$ cat config.mk
export PLATFORM = sky130hd
export DESIGN_NAME = fir_out_requant_fifo_flat
export DESIGN_NICKNAME = d
export VERILOG_FILES = /design/src/rtl/fir_out_requant_fifo_if.sv /design/src/rtl/fir_out_requant_fifo.sv /design/src/flat_wrapper.sv
export SDC_FILE = /design/constraint.sdc
export NUM_CORES = 1
export LEC_CHECK = 0
export BUFFER_PORTS_ARGS = -buffer_cell sky130_fd_sc_hd__buf_2
export CAP_MARGIN = 20
export CORE_MARGIN = 2
export CORE_UTILIZATION = 31
export CTS_CLUSTER_SIZE = 12
export DETAILED_ROUTE_END_ITERATION = 10
export GPL_ROUTABILITY_DRIVEN = 0
export PLACE_DENSITY_LB_ADDON = 0.05
export SYNTH_ARGS = -nofsm -noshare
export SYNTH_HDL_FRONTEND = slang
export SYNTH_SLANG_ARGS = --single-unit
$ cat constraint.sdc
create_clock -name clk -period 3.9 [get_ports clk]
set_input_delay 0.78 -clock clk [delete_from_list [all_inputs] [get_ports clk]]
set_output_delay 0.78 -clock clk [all_outputs]
set_load 0.1 [all_outputs]
$ cat src/rtl/fir_out_requant_fifo_if.sv
`default_nettype none
// ============================================================================
// Module      : fir_out_requant_fifo_if
// Description : Sample-path bundle for fir_out_requant_fifo: the FIR result
//               strobe going in and the valid/ready sample stream going out.
//               'master' is the environment side (FIR + consumer), 'slave'
//               is the re-quantizer side.
// Revision    : 1.0 - initial release
// ============================================================================
interface fir_out_requant_fifo_if #(
    parameter int DATA_WIDTH = 16,
    parameter int SUM_WIDTH  = 19
) ();
    logic [SUM_WIDTH-1:0]  i_sum;
    logic                  i_sum_valid;
    logic [DATA_WIDTH-1:0] o_data;
    logic                  o_valid;
    logic                  i_ready;

    modport master (
        output i_sum,
        output i_sum_valid,
        output i_ready,
        input  o_data,
        input  o_valid
    );

    modport slave (
        input  i_sum,
        input  i_sum_valid,
        input  i_ready,
        output o_data,
        output o_valid
    );
endinterface
`default_nettype wire

$ cat src/rtl/fir_out_requant_fifo.sv
`default_nettype none
// ============================================================================
// Module      : fir_out_requant_fifo
// Description : Re-quantizes wide FIR accumulator results to the sample width
//               (arithmetic shift, optional rounding, saturation), buffers
//               them in a first-word fall-through FIFO and hands them to a
//               backpressuring consumer over valid/ready.
//               Build option: define FIR_OUT_ROUND_EN to round half toward
//               +inf before the shift; otherwise the shift truncates (floor).
// Revision    : 1.0 - initial release
// ============================================================================
module fir_out_requant_fifo #(
    parameter int DATA_WIDTH = 16,
    parameter int SUM_WIDTH  = 19,
    parameter int OUT_SHIFT  = 0,
    parameter int FIFO_DEPTH = 4,
    parameter int CNT_WIDTH  = 8
) (
    input  wire                           clk,
    input  wire                           reset_n,
    fir_out_requant_fifo_if.slave         bus,
    output logic [$clog2(FIFO_DEPTH):0]   o_count,
    output logic                          o_drop,
    output logic [CNT_WIDTH-1:0]          o_sat_count,
    input  wire                           i_clear
);

    localparam int AW  = $clog2(FIFO_DEPTH);
    localparam int CW  = AW + 1;
    // One guard bit above the accumulator keeps the rounding add from wrapping.
    localparam int EXT = SUM_WIDTH + 1;

    localparam logic [CW-1:0] FULL_COUNT = CW'(FIFO_DEPTH);

    localparam logic signed [EXT-1:0] SAT_MAX =
        {{(EXT-DATA_WIDTH+1){1'b0}}, {(DATA_WIDTH-1){1'b1}}};
    localparam logic signed [EXT-1:0] SAT_MIN =
        {{(EXT-DATA_WIDTH+1){1'b1}}, {(DATA_WIDTH-1){1'b0}}};

`ifdef FIR_OUT_ROUND_EN
    localparam int RND_POS = (OUT_SHIFT > 0) ? OUT_SHIFT - 1 : 0;
    localparam logic signed [EXT-1:0] RND_ADD =
        (OUT_SHIFT > 0) ? (EXT'(1) << RND_POS) : EXT'(0);
`endif

    // Re-quantizer datapath
    logic signed [EXT-1:0]   sum_ext;
    logic signed [EXT-1:0]   sum_rnd;
    logic signed [EXT-1:0]   sum_shr;
    logic                    sat_hi;
    logic                    sat_lo;
    logic [DATA_WIDTH-1:0]   sat_data;

    // Stage Q
    logic                    q_valid;
    logic [DATA_WIDTH-1:0]   q_data;
    logic                    q_sat;

    // FIFO
    logic [DATA_WIDTH-1:0]   mem [FIFO_DEPTH];
    logic [AW-1:0]           wr_ptr;
    logic [AW-1:0]           rd_ptr;
    logic [CW-1:0]           count;
    logic                    nonempty;
    logic                    push;
    logic                    pop;

    // Sign-extend, optionally round, shift and clamp the incoming accumulator.
    always_comb begin
        sum_ext = {bus.i_sum[SUM_WIDTH-1], bus.i_sum};
`ifdef FIR_OUT_ROUND_EN
        sum_rnd = sum_ext + RND_ADD;
`else
        sum_rnd = sum_ext;
`endif
        sum_shr  = sum_rnd >>> OUT_SHIFT;
        sat_hi   = (sum_shr > SAT_MAX);
        sat_lo   = (sum_shr < SAT_MIN);
        sat_data = sum_shr[DATA_WIDTH-1:0];
        if (sat_hi) begin
            sat_data = SAT_MAX[DATA_WIDTH-1:0];
        end else if (sat_lo) begin
            sat_data = SAT_MIN[DATA_WIDTH-1:0];
        end
    end

    // Stage Q: capture the re-quantized word and its saturation flag.
    always_ff @(posedge clk or negedge reset_n) begin
        if (!reset_n) begin
            q_valid <= 1'b0;
            q_data  <= '0;
            q_sat   <= 1'b0;
        end else if (i_clear) begin
            q_valid <= 1'b0;
        end else begin
            q_valid <= bus.i_sum_valid;
            if (bus.i_sum_valid) begin
                q_data <= sat_data;
                q_sat  <= sat_hi | sat_lo;
            end
        end
    end

    // Push/pop decisions; a full FIFO still accepts a word when it pops in the
    // same cycle. A handshake during clear is honoured but the data vanishes.
    always_comb begin
        nonempty = (count != '0);
        pop      = nonempty && bus.i_ready;
        push     = q_valid && !i_clear && ((count != FULL_COUNT) || pop);
        o_drop   = q_valid && !i_clear && !push;
    end

    // Storage array; no reset needed since the head is masked while empty.
    always_ff @(posedge clk) begin
        if (push) begin
            mem[wr_ptr] <= q_data;
        end
    end

    // Pointer and occupancy bookkeeping; clear overrides everything.
    always_ff @(posedge clk or negedge reset_n) begin
        if (!reset_n) begin
            wr_ptr <= '0;
            rd_ptr <= '0;
            count  <= '0;
        end else if (i_clear) begin
            wr_ptr <= '0;
            rd_ptr <= '0;
            count  <= '0;
        end else begin
            if (push) begin
                wr_ptr <= wr_ptr + AW'(1);
            end
            if (pop) begin
                rd_ptr <= rd_ptr + AW'(1);
            end
            if (push && !pop) begin
                count <= count + CW'(1);
            end else if (pop && !push) begin
                count <= count - CW'(1);
            end
        end
    end

    // Saturation event counter, sticks at all-ones.
    always_ff @(posedge clk or negedge reset_n) begin
        if (!reset_n) begin
            o_sat_count <= '0;
        end else if (i_clear) begin
            o_sat_count <= '0;
        end else if (q_valid && q_sat && (o_sat_count != '1)) begin
            o_sat_count <= o_sat_count + CNT_WIDTH'(1);
        end
    end

    assign o_count     = count;
    assign bus.o_valid = nonempty;
    assign bus.o_data  = nonempty ? mem[rd_ptr] : '0;

endmodule
`default_nettype wire

$ cat src/flat_wrapper.sv
// flat-port wrapper written by rule: the top's interface ports become plain ports
module fir_out_requant_fifo_flat 
#(
    parameter int DATA_WIDTH = 16,
    parameter int SUM_WIDTH  = 19,
    parameter int OUT_SHIFT  = 0,
    parameter int FIFO_DEPTH = 4,
    parameter int CNT_WIDTH  = 8
)
  (clk, reset_n, o_count, o_drop, o_sat_count, i_clear, bus_i_sum, bus_i_sum_valid, bus_i_ready, bus_o_data, bus_o_valid);
  fir_out_requant_fifo_if #(.DATA_WIDTH(DATA_WIDTH), .SUM_WIDTH(SUM_WIDTH)) bus_i ();
  input  wire clk;
  input  wire reset_n;
  output logic [$clog2(FIFO_DEPTH):0] o_count;
  output logic o_drop;
  output logic [CNT_WIDTH-1:0] o_sat_count;
  input  wire i_clear;
  input wire logic [$bits(bus_i.i_sum)-1:0] bus_i_sum;
  input wire logic [$bits(bus_i.i_sum_valid)-1:0] bus_i_sum_valid;
  input wire logic [$bits(bus_i.i_ready)-1:0] bus_i_ready;
  output wire logic [$bits(bus_i.o_data)-1:0] bus_o_data;
  output wire logic [$bits(bus_i.o_valid)-1:0] bus_o_valid;
  assign bus_i.i_sum = bus_i_sum;
  assign bus_i.i_sum_valid = bus_i_sum_valid;
  assign bus_i.i_ready = bus_i_ready;
  assign bus_o_data = bus_i.o_data;
  assign bus_o_valid = bus_i.o_valid;
  fir_out_requant_fifo #(.DATA_WIDTH(DATA_WIDTH), .SUM_WIDTH(SUM_WIDTH), .OUT_SHIFT(OUT_SHIFT), .FIFO_DEPTH(FIFO_DEPTH), .CNT_WIDTH(CNT_WIDTH)) u_core (.clk(clk), .reset_n(reset_n), .bus(bus_i), .o_count(o_count), .o_drop(o_drop), .o_sat_count(o_sat_count), .i_clear(i_clear));
endmodule
# Word-level counts from Yosys, hierarchy flattened
# Memory sizes are Yosys's and may differ from the RTL's.
# Cells that the tools add are included.
dict set report op_classes {
  n_addsub 5
  magnitude_cmp 2
  eq_ne 2
  mux 15
  bitwise_logic 2
  n_reduce_logical 18
}
# op count
set op_table {}
lappend op_table {{two-way mux 16 bit} 3}
lappend op_table {{greater-than comparator 19 x 16 -> 1 bit (second input constant)} 1}
lappend op_table {{< comparator 19 x 16 -> 1 bit (second input constant)} 1}
lappend op_table {{two-way mux 8 bit} 2}
lappend op_table {{two-way mux 3 bit} 3}
lappend op_table {{adder 8 x 1 -> 8 bit (second input constant)} 1}
lappend op_table {{logical AND 1 bit} 8}
lappend op_table {{two-way mux 2 bit} 4}
lappend op_table {{inequality test 8 bit (second input constant)} 1}
lappend op_table {{nonzero test 2 bit} 3}
lappend op_table {{nonzero test 3 bit} 2}
lappend op_table {{adder 2 x 1 -> 2 bit (second input constant)} 2}
lappend op_table {{adder 3 x 1 -> 3 bit (second input constant)} 1}
lappend op_table {{zero test 1 bit} 3}
lappend op_table {{two-way mux 1 bit} 3}
lappend op_table {{inequality test 3 bit (second input constant)} 1}
lappend op_table {{subtractor 3 x 1 -> 3 bit (second input constant)} 1}
lappend op_table {{AND reduction 2 bit} 1}
lappend op_table {{logical OR 1 bit} 1}
lappend op_table {{NOT 1 bit} 1}
lappend op_table {{OR 1 bit} 1}
dict set report word_totals {
  ff_bits 33
  ramBits 64
  inputBits 24
  wordCells 52
  memories 1
}
# name depth word_bits read_ports rd_ports_with_merged_regs write_ports line_no
set mem_list {}
lappend mem_list {u_core.mem 4 16 1 0 1 fir_out_requant_fifo.sv:60} ;# logic [DATA_WIDTH-1:0] mem [FIFO_DEPTH];

# Logic depth before layout (Yosys ltp)
dict set report logic_depth {
  ltp_word 9
  ltp_mapped 9
  mapped_depth_nobuf 8
}

# Worst setup path after synthesis
# Ideal clock, no wire load.
dict set report synth_path {
  kind {flip-flop to output port}
  from {register u_core.count[1] (netlist: u_core.o_count[1])}
  to {output bus_o_data[10]}
  arrival_ps 3216
  required_ps 3120
  path_slack_ps -96
  stages_incl_launch_ff 5
  n_path_buf 2
  cell_sequence {dfrtp_1 -> or3_1 -> clkbuf_4 -> clkbuf_1 -> and2_1}
}
dict set report synth_via {
  elab_chain_len 2
}
# item line_no
set synth_rtl {}
lappend synth_rtl {{start: declaration} fir_out_requant_fifo.sv:63} ;# logic [CW-1:0] count;
lappend synth_rtl {{start signal: assignment} fir_out_requant_fifo.sv:138} ;# count <= count + CW'(1);
lappend synth_rtl {{start signal: assignment} fir_out_requant_fifo.sv:140} ;# count <= count - CW'(1);
lappend synth_rtl {{nonzero test 3 bit} fir_out_requant_fifo.sv:107} ;# nonempty = (count != '0);
lappend synth_rtl {{net bus_o_valid} flat_wrapper.sv:22} ;# output wire logic [$bits(bus_i.o_valid)-1:0] bus_o_valid;
lappend synth_rtl {{two-way mux 16 bit} fir_out_requant_fifo.sv:158} ;# assign bus.o_data = nonempty ? mem[rd_ptr] : '0;
lappend synth_rtl {{end: declaration} flat_wrapper.sv:21} ;# output wire logic [$bits(bus_i.o_data)-1:0] bus_o_data;
# The timed path passes the listed nets, and every way through them passes these cells.

# Worst setup path in the final report
dict set report layout_path {
  from {register u_core.count[1] (netlist: u_core.o_count[1])}
  to {output bus_o_data[4]}
}
dict set report layout_via {
  elab_chain_len 2
}
# item line_no
set layout_rtl {}
lappend layout_rtl {{nonzero test 3 bit} fir_out_requant_fifo.sv:107}
lappend layout_rtl {{two-way mux 16 bit} fir_out_requant_fifo.sv:158}
# Every way passes these cells.

==> results.md <==
- CTS Buffer Depth: 2
- Crit end category: output port
- Unrepaired setup endpoints after global routing: false
- H-tree Lvls: 3
- Avg Vias per Cell: 4.595
- Setup TNS: 0 ns
- Crit-path max FO: 19
- CTS Buf Count: 9
- #FFs+latches synth: 97
- Reg2reg setup slack: 1.09 ns
- Grt ovf: 0
- FF/Latch Area: around 2700 um2
- Adder-Cell Fraction of Synth Area: 0.02002
- Filler-free cell count of the finished design: 518
- Post-synthesis xor/xnor area fraction: 0.01911
- Clock-pin slew on the worst setup and hold paths: approximately 0.070 ns
- Power, Total: 0.002959 W
- Vias in the first global route: 2493
- Total Wirelength: approximately 9000 um
- Ys Warns: 0
- Skew final: 0.005425 ns
- Critical path's slowest cell: or3_1
- Via count: ~2400
- Die Y: 119.4 um
- Tot GR Track Use: 0.1363
- Fraction of registers with async set/reset: 0.3402
- # diodes: 0
- CP Cell Sequence: or3_1 -> and2_1 -> buf_2
- Hold Crit Depth: 0
- Final setup viols: 0
- Routed Antenna Nets: 0
- Post-synthesis compound-gate area fraction: 0.06248
- Chip Width: approximately 120 um
- Syn Std Cell Area: 4125 um2
- Filler Cell Count: approximately 1300
- Critical R2R Capture: u_core.o_count[2]
- Maximum vdd ir drop: 0.0002568 V
- Post-Syn Nets: 314
- Inst Count DP: 502
- Routed len/inst: 17.35 um
- Slew Limit Headroom: 0.4022
- Row count: 42
- Post-synth EDFFs: 64
- Dpl hpwl: 5318 um
- Slew @ Worst Pin: 0.8967 ns
- CTS tree: built
- Worst Path Required: 3.12 ns
- Worst hold path endpoint: u_core.mem[3][13]
- Ports: 53
- CP peak stage delay: 0.67 ns
- Placeable core region: 13140 um2
- Period minus WS final: 2.969 ns
- Most used cells in the layout excluding fill and tap cells: 64 x edfxtp_1, 52 x buf_2, 33 x dfrtp_1, 24 x nand2_1, 20 x a21oi_1
- Leakage power: 1.856 nW
- Commonest non-fill, non-tap cell in the layout: edfxtp_1
- Primary FF master, synth: edfxtp_1
- Cells after synthesis: 284
- R2R depth: 8
- DRC: 0
- First-pass GRT wire length: 14190 um
- Fin util: 0.3673
- Port bufs: between 50 and 60
- Count of final max-slew check failures: 0
- Mux contribution to synthesized area: 0.09493
- Tcrit/Tclk final: 0.7613
- Layout cells sized above 1: 0.2836
- Simple-gate share of the synthesized area: 0.1116
- Pin count of the biggest net entering global routing: 34
- Max_cap viols: 0
- Hold path start: u_core.q_data[13]
- Worst path arrival time: 2.19 ns
- CP Launch Type: register
- Fin nets: 367
- Worst hold path type: reg2reg
- Seq/Total Area, Yosys: 0.6661
- Clock latency at the later pin of the worst-skew pair: 0.35 ns
- Cts repair resizes: 0
- Area Overhead vs Synth: 16.99%
- Setup Fix Bufs, Post-CTS: 0
- Pwr dens: 613.1 nW/um2
- Endpoints failing hold: 0
- Initial Util: 0.3140
- Post-CTS Hold Fix Bufs: 0
- Syn Area/Cell: 14.53 um2
- Kind of critical path: reg2out
- Maximum operating frequency: 336.8 MHz
- Synth cell types: 44
- Initial DRC Count: between 100 and 150
- Multi-input logic area: 1271 um2
- Initial antenna violation count: 0
- Detailed Routing Iterations Pass 1: 4
- CTS root buf: clkbuf_16
- Outcome: finished clean
- Main combinational cell family by area after synthesis: simple AND/OR/NAND/NOR gates
- Clock Sinks: 97
- Full die area: roughly 14000 um2
- Crit Reg-Reg Startpoint: u_core.o_count[1]
where the power goes:
part	total (W)	internal (W)	switching, W
logic	0.000913	0.000202	0.000711
registers	0.00123	0.00117	0.0000586
clock network	0.000816	0.000436	0.000380
total	0.00296	0.00181	0.00115
through the flow:
| step | instance area, um2 | hold slack, ns | setup WS (ns) |
|---|---|---|---|
| global route | 4826 | 0.5413 | 0.7702 |
| finish | 4826 | 0.5204 | 0.9310 |
| CTS | 4826 | 0.5232 | 0.8188 |
| detailed placement | 4559 | 0.5087 | 0.8810 |
| global placement | 4559 | 0.5023 | 0.8994 |
| floorplan | 4126 | 0.4758 | 0.3145 |
cells by family (layout without fill, tap and decap cells):
family / Yosys count / in the layout
adder cells (fa/ha/maj): 6 / 6
AO/OA/AOI/OAI: 45 / 45
multiplexers: 19 / 19
buffers and inverters: 22 / 80
flip-flops: 97 / 97
AND/OR/NAND/NOR: 86 / 86
XOR/XNOR: 9 / 9
cells in the mapped netlist, types with 3 or more instances:
cell type  number  share of area
inv_1           8         0.0073
and2_2          5         0.0091
o21ai_0        17          0.021
nor2_1         19          0.017
ha_1            5          0.015
xor2_1          3         0.0064
clkbuf_1        8         0.0073
xnor2_1         6          0.013
edfxtp_1       64           0.47
a21oi_1        20          0.024
and2_1         18          0.027
nand3_1         3         0.0036
nand2_1        24          0.022
mux4_2         16          0.087
nand2b_1        3         0.0046
dfrtp_1        33           0.20
how the worst max path moves through the flow:
stage	slack, ns	end	start	depth (start not counted)
final	0.93	bus_o_data[4]	u_core.o_count[1]	3
after global routing	0.77	bus_o_data[8]	u_core.o_count[1]	3
after CTS	0.82	bus_o_data[15]	u_core.rd_ptr[1]	3
after detailed placement	0.88	u_core.o_count[2]	bus_i_ready	8
after global placement	0.90	u_core.o_count[2]	bus_i_ready	8
after floorplan	0.31	o_drop	u_core.o_count[2]	2
worst max-delay path, delay by kind of cell (launching register included):
kind	cells	cell delay, ns
DFF	1	0.48
buffers and inverters	1	0.43
and+or+nand+nor	2	0.92
cell type report:
| cell class | instances | share of cell area |
|---|---|---|
| flip-flops and latches | 97 | 0.5694 |
| multi-input cells | 165 | 0.2634 |
| repair buffers | 56 | 0.06015 |
| clock buffers | 12 | 0.04900 |
| well taps | 176 | 0.04563 |
| clock inverters | 4 | 0.006222 |
| inverters | 8 | 0.006222 |
sequential cells by signal, indices dropped and copies added, names as in the netlist:
signal / cells
u_core.o_sat_count: 8
u_core.q_data: 16
u_core.q_valid: 1
u_core.wr_ptr: 2
u_core.mem: 64
u_core.rd_ptr: 2
u_core.o_count: 3
u_core.q_sat: 1
routing by layer:
layer,track usage,up-vias,part of all wire
met2,0.2076,59,0.46
met4,0.03750,0,0.0097
met1,0.1842,1176,0.48
met5,0,-,0
met3,0.05029,5,0.051
li1,-,1140,-
No activity file was read; power rests on OpenSTA's default activity.
